==> src/rtl/div_issue_ctrl.sv <==
// Issue controller for the multi-cycle divider: accepts one request, launches the
// divider, waits its fixed latency and returns a tagged quotient; handles /0 and overflow locally.
module div_issue_ctrl #(
  parameter int WIDTH = 32,
  parameter int DELAY = 8,
  parameter int TAG_W = 5
) (
  input  logic               clk,
  input  logic               reset,
  input  logic               flush,
  input  logic               req_valid,
  output logic               req_ready,
  input  logic               req_signed,
  input  logic [WIDTH-1:0]   req_dividend,
  input  logic [WIDTH-1:0]   req_divisor,
  input  logic [TAG_W-1:0]   req_tag,
  output logic               div_start,
  output logic               div_is_signed,
  output logic [2*WIDTH-1:0] div_dividend,
  output logic [WIDTH-1:0]   div_divisor,
  input  logic [WIDTH-1:0]   div_quotient,
  output logic               resp_valid,
  input  logic               resp_ready,
  output logic [WIDTH-1:0]   resp_quotient,
  output logic [TAG_W-1:0]   resp_tag,
  output logic               resp_div_zero
);

  localparam int CNT_W = $clog2(DELAY + 2);
  localparam logic [WIDTH-1:0] SMIN = {1'b1, {(WIDTH-1){1'b0}}};

  typedef enum logic [2:0] {IDLE, ISSUE, WAIT, DRAIN, RESP} state_e;

  state_e             state_q, state_d;
  logic [CNT_W-1:0]   cnt_q, cnt_d;
  logic               is_signed_q, is_signed_d;
  logic [2*WIDTH-1:0] dividend_q, dividend_d;
  logic [WIDTH-1:0]   divisor_q, divisor_d;
  logic               resp_valid_q, resp_valid_d;
  logic [WIDTH-1:0]   resp_quotient_q, resp_quotient_d;
  logic [TAG_W-1:0]   resp_tag_q, resp_tag_d;
  logic               resp_div_zero_q, resp_div_zero_d;

  logic req_fire;
  logic div_by_zero;
  logic sgn_overflow;

  assign req_ready    = (state_q == IDLE) && !flush && !reset;
  assign req_fire     = req_valid && req_ready;
  assign div_by_zero  = (req_divisor == '0);
  assign sgn_overflow = req_signed && (req_dividend == SMIN) && (req_divisor == '1);

  assign div_start     = (state_q == ISSUE) && !flush && !reset;
  assign div_is_signed = is_signed_q;
  assign div_dividend  = dividend_q;
  assign div_divisor   = divisor_q;
  assign resp_valid    = resp_valid_q;
  assign resp_quotient = resp_quotient_q;
  assign resp_tag      = resp_tag_q;
  assign resp_div_zero = resp_div_zero_q;

  always_comb begin
    // NOTE: every _d starts from its _q so no path through this block can infer a latch.
    state_d         = state_q;
    cnt_d           = cnt_q;
    is_signed_d     = is_signed_q;
    dividend_d      = dividend_q;
    divisor_d       = divisor_q;
    resp_valid_d    = resp_valid_q;
    resp_quotient_d = resp_quotient_q;
    resp_tag_d      = resp_tag_q;
    resp_div_zero_d = resp_div_zero_q;

    unique case (state_q)
      IDLE: begin
        if (req_fire) begin
          is_signed_d = req_signed;
          dividend_d  = {{WIDTH{req_signed & req_dividend[WIDTH-1]}}, req_dividend};
          divisor_d   = req_divisor;
          resp_tag_d  = req_tag;
          if (div_by_zero) begin
            resp_quotient_d = '1;
            resp_div_zero_d = 1'b1;
            resp_valid_d    = 1'b1;
            state_d         = RESP;
          end else if (sgn_overflow) begin
            resp_quotient_d = req_dividend;
            resp_div_zero_d = 1'b0;
            resp_valid_d    = 1'b1;
            state_d         = RESP;
          end else begin
            resp_div_zero_d = 1'b0;
            state_d         = ISSUE;
          end
        end
      end
      ISSUE: begin
        if (flush) begin
          state_d = IDLE;
        end else begin
          cnt_d   = CNT_W'(DELAY);
          state_d = WAIT;
        end
      end
      WAIT: begin
        // A flush here must still let the divider finish before the next launch.
        if (cnt_q == '0) begin
          if (flush) begin
            state_d = IDLE;
          end else begin
            resp_quotient_d = div_quotient;
            resp_valid_d    = 1'b1;
            state_d         = RESP;
          end
        end else begin
          cnt_d = cnt_q - CNT_W'(1);
          if (flush) state_d = DRAIN;
        end
      end
      DRAIN: begin
        if (cnt_q == '0) state_d = IDLE;
        else             cnt_d   = cnt_q - CNT_W'(1);
      end
      RESP: begin
        if (flush || resp_ready) begin
          resp_valid_d = 1'b0;
          state_d      = IDLE;
        end
      end
      default: state_d = IDLE;
    endcase
  end

  always_ff @(posedge clk) begin
    // NOTE: non-blocking assignments keep every flop sampling pre-edge values.
    if (reset) begin
      state_q         <= IDLE;
      cnt_q           <= '0;
      is_signed_q     <= 1'b0;
      dividend_q      <= '0;
      divisor_q       <= '0;
      resp_valid_q    <= 1'b0;
      resp_quotient_q <= '0;
      resp_tag_q      <= '0;
      resp_div_zero_q <= 1'b0;
    end else begin
      state_q         <= state_d;
      cnt_q           <= cnt_d;
      is_signed_q     <= is_signed_d;
      dividend_q      <= dividend_d;
      divisor_q       <= divisor_d;
      resp_valid_q    <= resp_valid_d;
      resp_quotient_q <= resp_quotient_d;
      resp_tag_q      <= resp_tag_d;
      resp_div_zero_q <= resp_div_zero_d;
    end
  end

endmodule

==> config.mk <==
export PLATFORM = sky130hd
export DESIGN_NAME = div_issue_ctrl
export DESIGN_NICKNAME = d
export VERILOG_FILES = /design/src/rtl/div_issue_ctrl.sv
export SDC_FILE = /design/constraint.sdc
export NUM_CORES = 1
export LEC_CHECK = 0
export BUFFER_PORTS_ARGS = -buffer_cell sky130_fd_sc_hd__buf_4
export CAP_MARGIN = 10
export CORE_ASPECT_RATIO = 2
export CORE_MARGIN = 2
export CORE_UTILIZATION = 42
export DETAILED_ROUTE_END_ITERATION = 8
export PLACE_DENSITY = 0.8
export SLEW_MARGIN = 5
export SYNTH_ARGS = -nofsm -noshare
export SYNTH_HDL_FRONTEND = slang
export SYNTH_SLANG_ARGS = --single-unit
==> constraint.sdc <==
create_clock -name clk -period 2.2 [get_ports clk]
set_clock_uncertainty 0.1 [all_clocks]
set_input_delay 0.11 -clock clk [delete_from_list [all_inputs] [get_ports clk]]
set_output_delay 0.11 -clock clk [all_outputs]
set_load 0.02 [all_outputs]
==> results of run 1 <==
[sequential cells by signal (all words and copies together), names as in the netlist]
register	flops
state_q	3
resp_quotient	32
cnt_q	4
resp_div_zero	1
div_is_signed	1
div_divisor	32
resp_valid	1
resp_tag	5
div_dividend	33
[cells in the mapped netlist, types with 9 or more instances]
cell / n
a21oi_1: 76
buf_4: 31
clkbuf_1: 42
dfxtp_1: 112
mux2_4: 29
nand2_1: 150
nand4_1: 9
nor2_1: 40
nor2b_1: 33
nor3_1: 68
nor4_1: 17
[per-layer routing]
metal | GRT usage, % | share of wire, % | vias up
met3 | 4.75 | 6.3 | 78
met5 | 0 | 0 | -
li1 | - | - | 2687
met2 | 47.2 | 53 | 281
met4 | 16.8 | 6.3 | 0
met1 | 29.1 | 34 | 2673
[what timing repair did]
item	CTS	global route
cloned	0	4
endpoints found under the setup margin	24	32
pin swaps	0	14
gates resized for setup	2	42
hold buffers	50	0
setup buffers	0	2
hold endpoints to repair	50	0
[critical path, stage by stage]
cell and delay, ns:
buf_4 0.13, nor4_4 0.31, buf_4 0.17, nand4_1 0.15, nor4_4 0.36, a2111oi_4 0.12, a221o_4 0.45, clkbuf_16 0.20
mux2_4 0.29
[cells in the final DEF (no fill, tap or decap), types with 2 or more instances in the layout]
cell | Yosys | layout
or2_4 | 0 | 2
a21oi_1 | 76 | 76
inv_1 | 3 | 3
nor2_1 | 40 | 38
a31oi_1 | 2 | 2
xnor2_1 | 2 | 2
nand2b_1 | 2 | 2
nor2b_1 | 33 | 33
buf_12 | 0 | 4
nor4_4 | 0 | 12
nand3_1 | 3 | 3
nor3_1 | 68 | 68
buf_6 | 3 | 6
nor2_4 | 0 | 2
nor4_1 | 17 | 5
clkbuf_16 | 0 | 12
mux2_1 | 3 | 3
dfxtp_1 | 112 | 112
dlygate4sd3_1 | 0 | 40
buf_4 | 31 | 268
nand2_1 | 150 | 149
inv_6 | 0 | 4
mux2_4 | 29 | 29
dlymetal6s4s_1 | 0 | 10
nand4_1 | 9 | 9
[area by class of cell]
| class | instances | area share [%] |
|---|---|---|
| inverters | 3 | 0.137 |
| repair buffers | 331 | 33.5 |
| clock buffers | 10 | 2.90 |
| multi-input cells | 456 | 33.5 |
| clock inverters | 6 | 0.577 |
| well taps | 147 | 2.23 |
| flip-flops and latches | 112 | 27.2 |
[cell families (layout without fill, tap and decap cells)]
kind of cell	Yosys count	after routing	share of synthesized area [%]
flops	112	112	43.1
mux	32	32	9.03
compound gates	86	86	8.86
buf+inv	80	350	8.47
fa+ha+maj	1	1	0.241
xor+xnor	3	3	0.506
simple gates	334	334	29.8
[power by group through the flow]
stage          logic, mW  clock network (mW)  registers (mW)
2_1_floorplan      0.324                   0            2.25
3_3_place_gp       0.813                   0            2.18
3_5_place_dp       0.821                   0            2.18
4_1_cts            0.893                1.63            2.13
5_1_grt             1.01                1.70            2.14
6_report           0.945                1.59            2.13
[path summary, 6_finish.rpt]
kind / cells after the start / to
worst min-delay path: 4 / div_divisor[20]$_SDFFE_PP0P_
worst max-delay path: 9 / resp_quotient[18]$_SDFFE_PP0P_
worst max register to register: 6 / resp_quotient[18]$_SDFFE_PP0P_
worst min register to register: 2 / div_divisor[1]$_SDFFE_PP0P_
==> flow_summary.yaml, run 1 <==
outcome:
  status: "finished, final reports clean"
timing:
  hold_violations: 0
  fmax_mhz: 464
  finalSetupTns_ns: 0
  period_minus_slack_ns: 2.15
  setup_viol: 0
  relSlewSlack_pct: 46.1
  slew_viol_final: 0
  worst_pin_slew_ns: 0.808
  hold_ws_ns: 0.0256
  finalWorstSetupSlack_ns: 0.0463
  fin_crit_sh_pct: 97.9
power_and_ir_drop:
  p_sw_share_pct: 27.8
  p_per_area_mw_per_mm2: 566
  ir_worst_vdd_uv: 465
  p_comb_share_pct: 20.2
  p_switching_mw: 1.30
  clkPwrFrac_pct: 34.1
  leakage_nw: 3.75
  pwr-share-seq_pct: 45.6
  power_mw: 4.67
  intPower_mw: 3.37
logic_synthesis:
  ys_warn_count: 0
  synthesis.nets: 756
  synth_cell_type_count: 40
  synth_top_area_share_pct: 43.1
  syn_area_mm2: 0.00520
  netlist_instances: 648
  synthTopCellsByArea: "dfxtp_1 (43%), nand2_1 (11%), mux2_4 (8.4%)"
  synth.avg_cell_area_um2: 8.02
  ys_ff_latch: 112
  synth_edf_count: 0
  yosys.area.top_type: "dfxtp_1"
  synth_seq_area_share_pct: 43.1
  ys.flop_type: "dfxtp_1"
  async_reset_ff_share_pct: 0
cts:
  cts_buffer_depth: 2
  numCtsBuffers: 9
  htree_levels: 3
  worstSkewPairLatency_ns: 0.34
  cts_sinks: 112
  tritoncts: "yes"
  clk_pin_slew_ns: 0.08
  cts-root-buf: "clkbuf_16"
global_route:
  grt_pass1_wl_um: 27600
  grt.total_usage_pct: 27.1
  grt_pass1_vias: 5415
  grt_max_degree: 147
  antenna_found_initial: 0
  globalRouteOverflowTotal: 0
layout:
  regArea_mm2: 0.00224
  multi_input_area_mm2: 0.00276
  fin_util_pct: 68.0
  instances_no_fill: 1065
  postLayoutCellArea_mm2: 0.00825
  syn_to_final_growth_pct: 58.6
  nets: 1021
  fill_cells: 961
  antenna_cells: 0
  drive_above_1_share_pct: 38.0
die:
  die_x_um: 82.7
  rows: 57
  die_h_um: 161
  die-area_mm2: 0.0133
  core_mm2: 0.0121
  start_util_pct: 42.9
  io_pins: 245
placed_design:
  postPlaceCellArea_mm2: 0.00717
  dp_cells: 1002
  dpl.hpwl_um: 12700
  place_congestion: 0.940
  port_buffers: 244
  dpl_worst_slack_ns: -0.400
detailed_routing:
  wl_per_cell_um: 17.9
  drt_iter0_drc: 292
  drt_wl_total_um: 19000
  drt_first_pass_iters: 6
  route.detailed.drc: 0
  via_count: 5719
  ant_nets: 0
  vias_per_cell: 5.37
critical_path:
  rrSetupSlack_ns: 0.05
  r2r_start: "state_q[2]$_SDFFE_PP0P_"
  start_kind: "input port"
  worstSetupPathType: "in -> reg"
  crit_start: "req_dividend[25]"
  endpoint_kind: "flip-flop"
  required_ns: 2.33
  cp.arrival_ns: 2.29
  critPathMaxFanout: 6
min_path:
  hold_path.class: "in -> reg"
  hold_start: "req_divisor[20]"
flow_run:
  drv_cap: 0
(Power assumes the default switching activity.)
==> inputs of run 2 (changes only) <==
- CORE_UTILIZATION: 42 -> 35
- PLACE_DENSITY: 0.8 -> 0.69
==> flow_summary.yaml, run 2 (synthesized netlist as in run 1, its figures left out) <==
outcome:
  status: "finished, final reports clean"
placed_design:
  port_buffers: 244
  dpl.hpwl_um: 12500
  place_congestion: 0.818
  postPlaceCellArea_mm2: 0.00727
detailed_routing:
  wl_per_cell_um: 16.1
  vias_per_cell: 4.93
  drt_first_pass_iters: 4
  ant_nets: 0
  route.detailed.drc: 0
  drt_wl_total_um: 18000
  drt_iter0_drc: 228
  via_count: 5520
global_route:
  grt_pass1_vias: 5459
  grt_busiest_layer: "met2"
  grt_pass1_wl_um: 27900
  grt.met1_usage_pct: 25.9
  antenna_found_initial: 0
  gr-usage-met2_pct: 38.7
  met3_usage_pct: 4.61
  grt_max_degree: 90
  globalRouteOverflowTotal: 0
  grt.total_usage_pct: 21.7
power_and_ir_drop:
  p_sw_share_pct: 26.7
  pwr-share-seq_pct: 46.0
  p_switching_mw: 1.24
  leakage_nw: 3.59
  intPower_mw: 3.40
  clkPwrFrac_pct: 34.7
  p_per_area_mw_per_mm2: 576
  p_comb_share_pct: 19.3
  power_mw: 4.64
  ir_worst_vdd_uv: 425
timing:
  setup_viol: 0
  fin_crit_sh_pct: 98.8
  hold_violations: 0
  finalSetupTns_ns: 0
  period_minus_slack_ns: 2.17
  slew_viol_final: 0
  fmax_mhz: 460
  worst_pin_slew_ns: 0.893
  relSlewSlack_pct: 40.5
die:
  core_mm2: 0.0147
  die_x_um: 90.2
  io_pins: 245
  die_h_um: 176
  die-area_mm2: 0.0159
  start_util_pct: 35.5
  rows: 63
layout:
  final_common_cell: "buf_4"
  layout_common_cells: "buf_4 (289), nand2_1 (149), dfxtp_1 (111)"
  fin_util_pct: 54.9
  drive_above_1_share_pct: 38.1
  nets: 1028
  largest_reg_flops: 33
  postLayoutCellArea_mm2: 0.00805
  antenna_cells: 0
  syn_to_final_growth_pct: 54.9
critical_path:
  required_ns: 2.33
  r2r-end: "resp_quotient[1]$_SDFFE_PP0P_"
  worstSetupPathType: "in -> reg"
  critical_path.cell_chain: "buf_4 -> nand2_1 -> or4_1 -> nor4_2 -> a2111oi_2 -> a221o_2 -> buf_12 -> mux2_1"
  max_stage_delay_ns: 0.62
  endpoint_kind: "flip-flop"
  rrSetupSlack_ns: 0.12
  cp.arrival_ns: 2.30
  critPathMaxFanout: 22
  r2r_start: "cnt_q[0]$_SDFFE_PP0P_"
  r2r_cells: 7
  critPathSlowestCell: "or4_1"
  start_kind: "input port"
flow_run:
  drv_cap: 0
cts:
  cts_buffer_depth: 2
  postCtsSetupBuffers: 0
  numCtsBuffers: 9
  htree_levels: 3
  worstSkewPairLatency_ns: 0.34
  cts_sinks: 112
  cts-root-buf: "clkbuf_16"
  clk_pin_slew_ns: 0.07
  tritoncts: "yes"
min_path:
  holdPathStages: 3
  hold_start: "flush"
  holdPathEnd: "state_q[2]$_SDFFE_PP0P_"
  hold_path.class: "in -> reg"
run 2: cell count changes in the layout (fill, tap and decap cells not counted), sizes merged:
cell and change:
dlygate4sd3 +6, buf +14, clkbuf -1, inv -3, clkinv +1, dlymetal6s4s -10
run 2: timing repair:
item                                    CTS  global route
hold buffers                             46             0
endpoints found under the setup margin    0            32
hold endpoints to repair                 46             0
gates resized for setup                   0             7
run 2: layout make-up:
type | instances | area [µm²]
fillers | 1404 | 6610
repair buffers | 338 | 2690
multi-input cells | 456 | 2570
flip-flops and latches | 112 | 2240
clock buffers | 12 | 267
well taps | 195 | 244
clock inverters | 4 | 26.3
inverters | 3 | 11.3
run 2: stage by stage:
stage / setup slack (ns) / cells / hold WS (ns)
floorplan: -0.144 / 648 / 0.146
global placement: -0.294 / 1058 / 0.259
detailed placement: -0.311 / 1058 / 0.268
CTS: 0.00984 / 1120 / 0.00582
global route: -0.0311 / 1120 / 0.0107
finish: 0.0275 / 1120 / 0.0154
run 2: critical path, delay by kind of cell:
kind            cells  cell delay [ns]
simple gates        3             1.08
buf+inv             2             0.29
mux                 1             0.32
compound gates      2             0.50
run 2: layer usage:
metal / part of all wire, % / vias up / wire [µm]
met2: 49 / 229 / 8910
met5: 0 / - / 0
met1: 41 / 2566 / 7350
li1: - / 2700 / -
met3: 8.0 / 25 / 1440
met4: 1.8 / 0 / 316
run 2: how the worst max path moves through the flow:
stage | start | end | slack [ns] | cells past startpoint
after floorplan | state_q[0]$_SDFFE_PP0P_ | resp_quotient[10]$_SDFFE_PP0P_ | -0.14 | 8
final | req_signed | resp_quotient[1]$_SDFFE_PP0P_ | 0.03 | 8
after global routing | req_dividend[31] | resp_quotient[0]$_SDFFE_PP0P_ | -0.03 | 8
after CTS | req_dividend[0] | resp_quotient[1]$_SDFFE_PP0P_ | 0.01 | 9
after global placement | req_dividend[31] | resp_quotient[1]$_SDFFE_PP0P_ | -0.29 | 8
after detailed placement | req_signed | resp_quotient[1]$_SDFFE_PP0P_ | -0.31 | 8
run 2: power by group through the flow:
stage	combinational [mW]	clock, mW	sequential, mW
CTS	0.887	1.66	2.13
floorplan	0.324	0	2.25
global route	0.962	1.73	2.14
finish	0.897	1.61	2.13
global placement	0.812	0	2.18
detailed placement	0.822	0	2.18
==> inputs of run 3 (changes only) <==
- PLACE_DENSITY: 0.69 -> 0.67
- clock period: 2.2 -> 2.5 ns (I/O delays scaled with it)
==> flow_summary.yaml, run 3 (synthesized netlist as in run 1, its figures left out) <==
outcome:
  status: "finished with violations"
  violations: "negative setup slack"
placed_design:
  postPlaceCellArea_mm2: 0.00706
  dpl.hpwl_um: 12500
  port_buffers: 244
  place_congestion: 0.824
min_path:
  holdPathEnd: "div_dividend[32]$_SDFFE_PP0P_"
  holdPathStages: 3
  hold_path.class: "in -> reg"
  hold_start: "req_signed"
timing:
  worst_pin_slew_ns: 0.981
  hold_violations: 0
  slew_viol_final: 0
  finalWorstSetupSlack_ns: -0.00529
  setup_viol: 6
  fin_crit_sh_pct: 100
  period_minus_slack_ns: 2.51
  relSlewSlack_pct: 34.5
  fmax_mhz: 399
  finalSetupTns_ns: -0.0140
layout:
  final_common_cell: "buf_4"
  nets: 1020
  antenna_cells: 0
  largest_reg_flops: 33
  layout_common_cells: "buf_4 (254), nand2_1 (149), dfxtp_1 (112)"
  postLayoutCellArea_mm2: 0.00818
  drive_above_1_share_pct: 35.3
  syn_to_final_growth_pct: 57.3
cts:
  cts_buffer_depth: 2
  numCtsBuffers: 9
  htree_levels: 3
  tritoncts: "yes"
  clk_pin_slew_ns: 0.08
  cts_sinks: 112
  cts-root-buf: "clkbuf_16"
  worstSkewPairLatency_ns: 0.34
detailed_routing:
  route.detailed.drc: 0
  drt_iter0_drc: 224
  drt_first_pass_iters: 7
  vias_per_cell: 4.99
  drt_wl_total_um: 18500
  wl_per_cell_um: 16.6
  ant_nets: 0
  via_count: 5551
die:
  rows: 63
  die_h_um: 176
  die_x_um: 90.2
  start_util_pct: 35.5
  die-area_mm2: 0.0159
  core_mm2: 0.0147
  io_pins: 245
power_and_ir_drop:
  p_per_area_mw_per_mm2: 505
  intPower_mw: 3.02
  ir_worst_vdd_uv: 369
  p_switching_mw: 1.11
  pwr-share-seq_pct: 45.6
  clkPwrFrac_pct: 35.1
  p_comb_share_pct: 19.4
  p_sw_share_pct: 26.8
  leakage_nw: 3.61
global_route:
  grt.total_usage_pct: 21.9
  grt_pass1_vias: 5544
  grt_max_degree: 83
  antenna_found_initial: 0
  grt_pass1_wl_um: 28200
  globalRouteOverflowTotal: 0
flow_run:
  drv_cap: 0
critical_path:
  cp.arrival_ns: 2.64
  r2r-end: "resp_quotient[10]$_SDFFE_PP0P_"
  start_kind: "input port"
  critPathMaxFanout: 7
  worstSetupPathType: "in -> reg"
  endpoint_kind: "flip-flop"
  required_ns: 2.63
  rrSetupSlack_ns: 0.22
  r2r_cells: 6
  r2r_start: "state_q[0]$_SDFFE_PP0P_"
## run 3: timing repair
item                       CTS  global route
setup endpoints to repair    0            32
hold buffers                69             0
hold endpoints to repair    69             0
buffers inserted             0             1
gates resized for setup      0            20
## run 3: worst max-delay path by stage
stage	endpoint	from	cells past startpoint	slack [ns]
3_3_place_gp	resp_quotient[6]$_SDFFE_PP0P_	req_divisor[22]	8	0.07
2_1_floorplan	resp_quotient[10]$_SDFFE_PP0P_	state_q[0]$_SDFFE_PP0P_	8	0.08
4_1_cts	resp_quotient[0]$_SDFFE_PP0P_	req_divisor[31]	9	0.008
5_1_grt	resp_quotient[7]$_SDFFE_PP0P_	req_divisor[31]	9	-0.05
3_5_place_dp	resp_quotient[0]$_SDFFE_PP0P_	req_divisor[22]	8	0.04
6_report	resp_quotient[10]$_SDFFE_PP0P_	req_dividend[18]	9	-0.005
## run 3: critical path, stage by stage
cell	delay, ns
dlygate4sd3_1	0.56
buf_4	0.16
nor4b_4	0.26
nand3_2	0.17
nor4_2	0.27
a2111oi_2	0.12
a221o_2	0.45
clkbuf_16	0.22
mux2_4	0.30
## run 3: final cells by class
| type | instances | area, µm² |
|---|---|---|
| clock buffer | 10 | 229 |
| clock inverter | 6 | 66.3 |
| fill | 1353 | 6480 |
| inverter | 3 | 11.3 |
| multi-input combinational | 456 | 2640 |
| sequential | 112 | 2240 |
| tap | 195 | 244 |
| timing repair buffer | 330 | 2750 |
## run 3: power by group through the flow
stage,Sequential (mW),Clock [mW],Combinational (mW)
finish,1.88,1.45,0.799
floorplan,1.98,0,0.277
detailed placement,1.92,0,0.685
global placement,1.92,0,0.678
CTS,1.88,1.49,0.772
global route,1.89,1.57,0.855
## run 3: per-stage QoR
| stage | hold slack [ns] | utilization [%] | power, mW | cells | worst slack, ns |
|---|---|---|---|---|---|
| detailed placement | 0.286 | 48.2 | 2.61 | 1029 | 0.0426 |
| floorplan | 0.161 | - | 2.26 | 648 | 0.0782 |
| global placement | 0.271 | 48.2 | 2.60 | 1029 | 0.0713 |
| global route | 0.0242 | 55.8 | 4.31 | 1112 | -0.0531 |
| CTS | 0.0246 | 54.9 | 4.15 | 1114 | 0.00825 |
| finish | 0.0308 | 55.8 | 4.13 | 1112 | -0.00529 |
## run 3: routing by layer
metal / up-vias / wire (µm) / GRT usage (%)
met5: - / 0 / 0
met2: 264 / 8960 / 36.1
li1: 2681 / - / -
met3: 32 / 1420 / 6.27
met1: 2574 / 7580 / 26.5
met4: 0 / 524 / 9.55
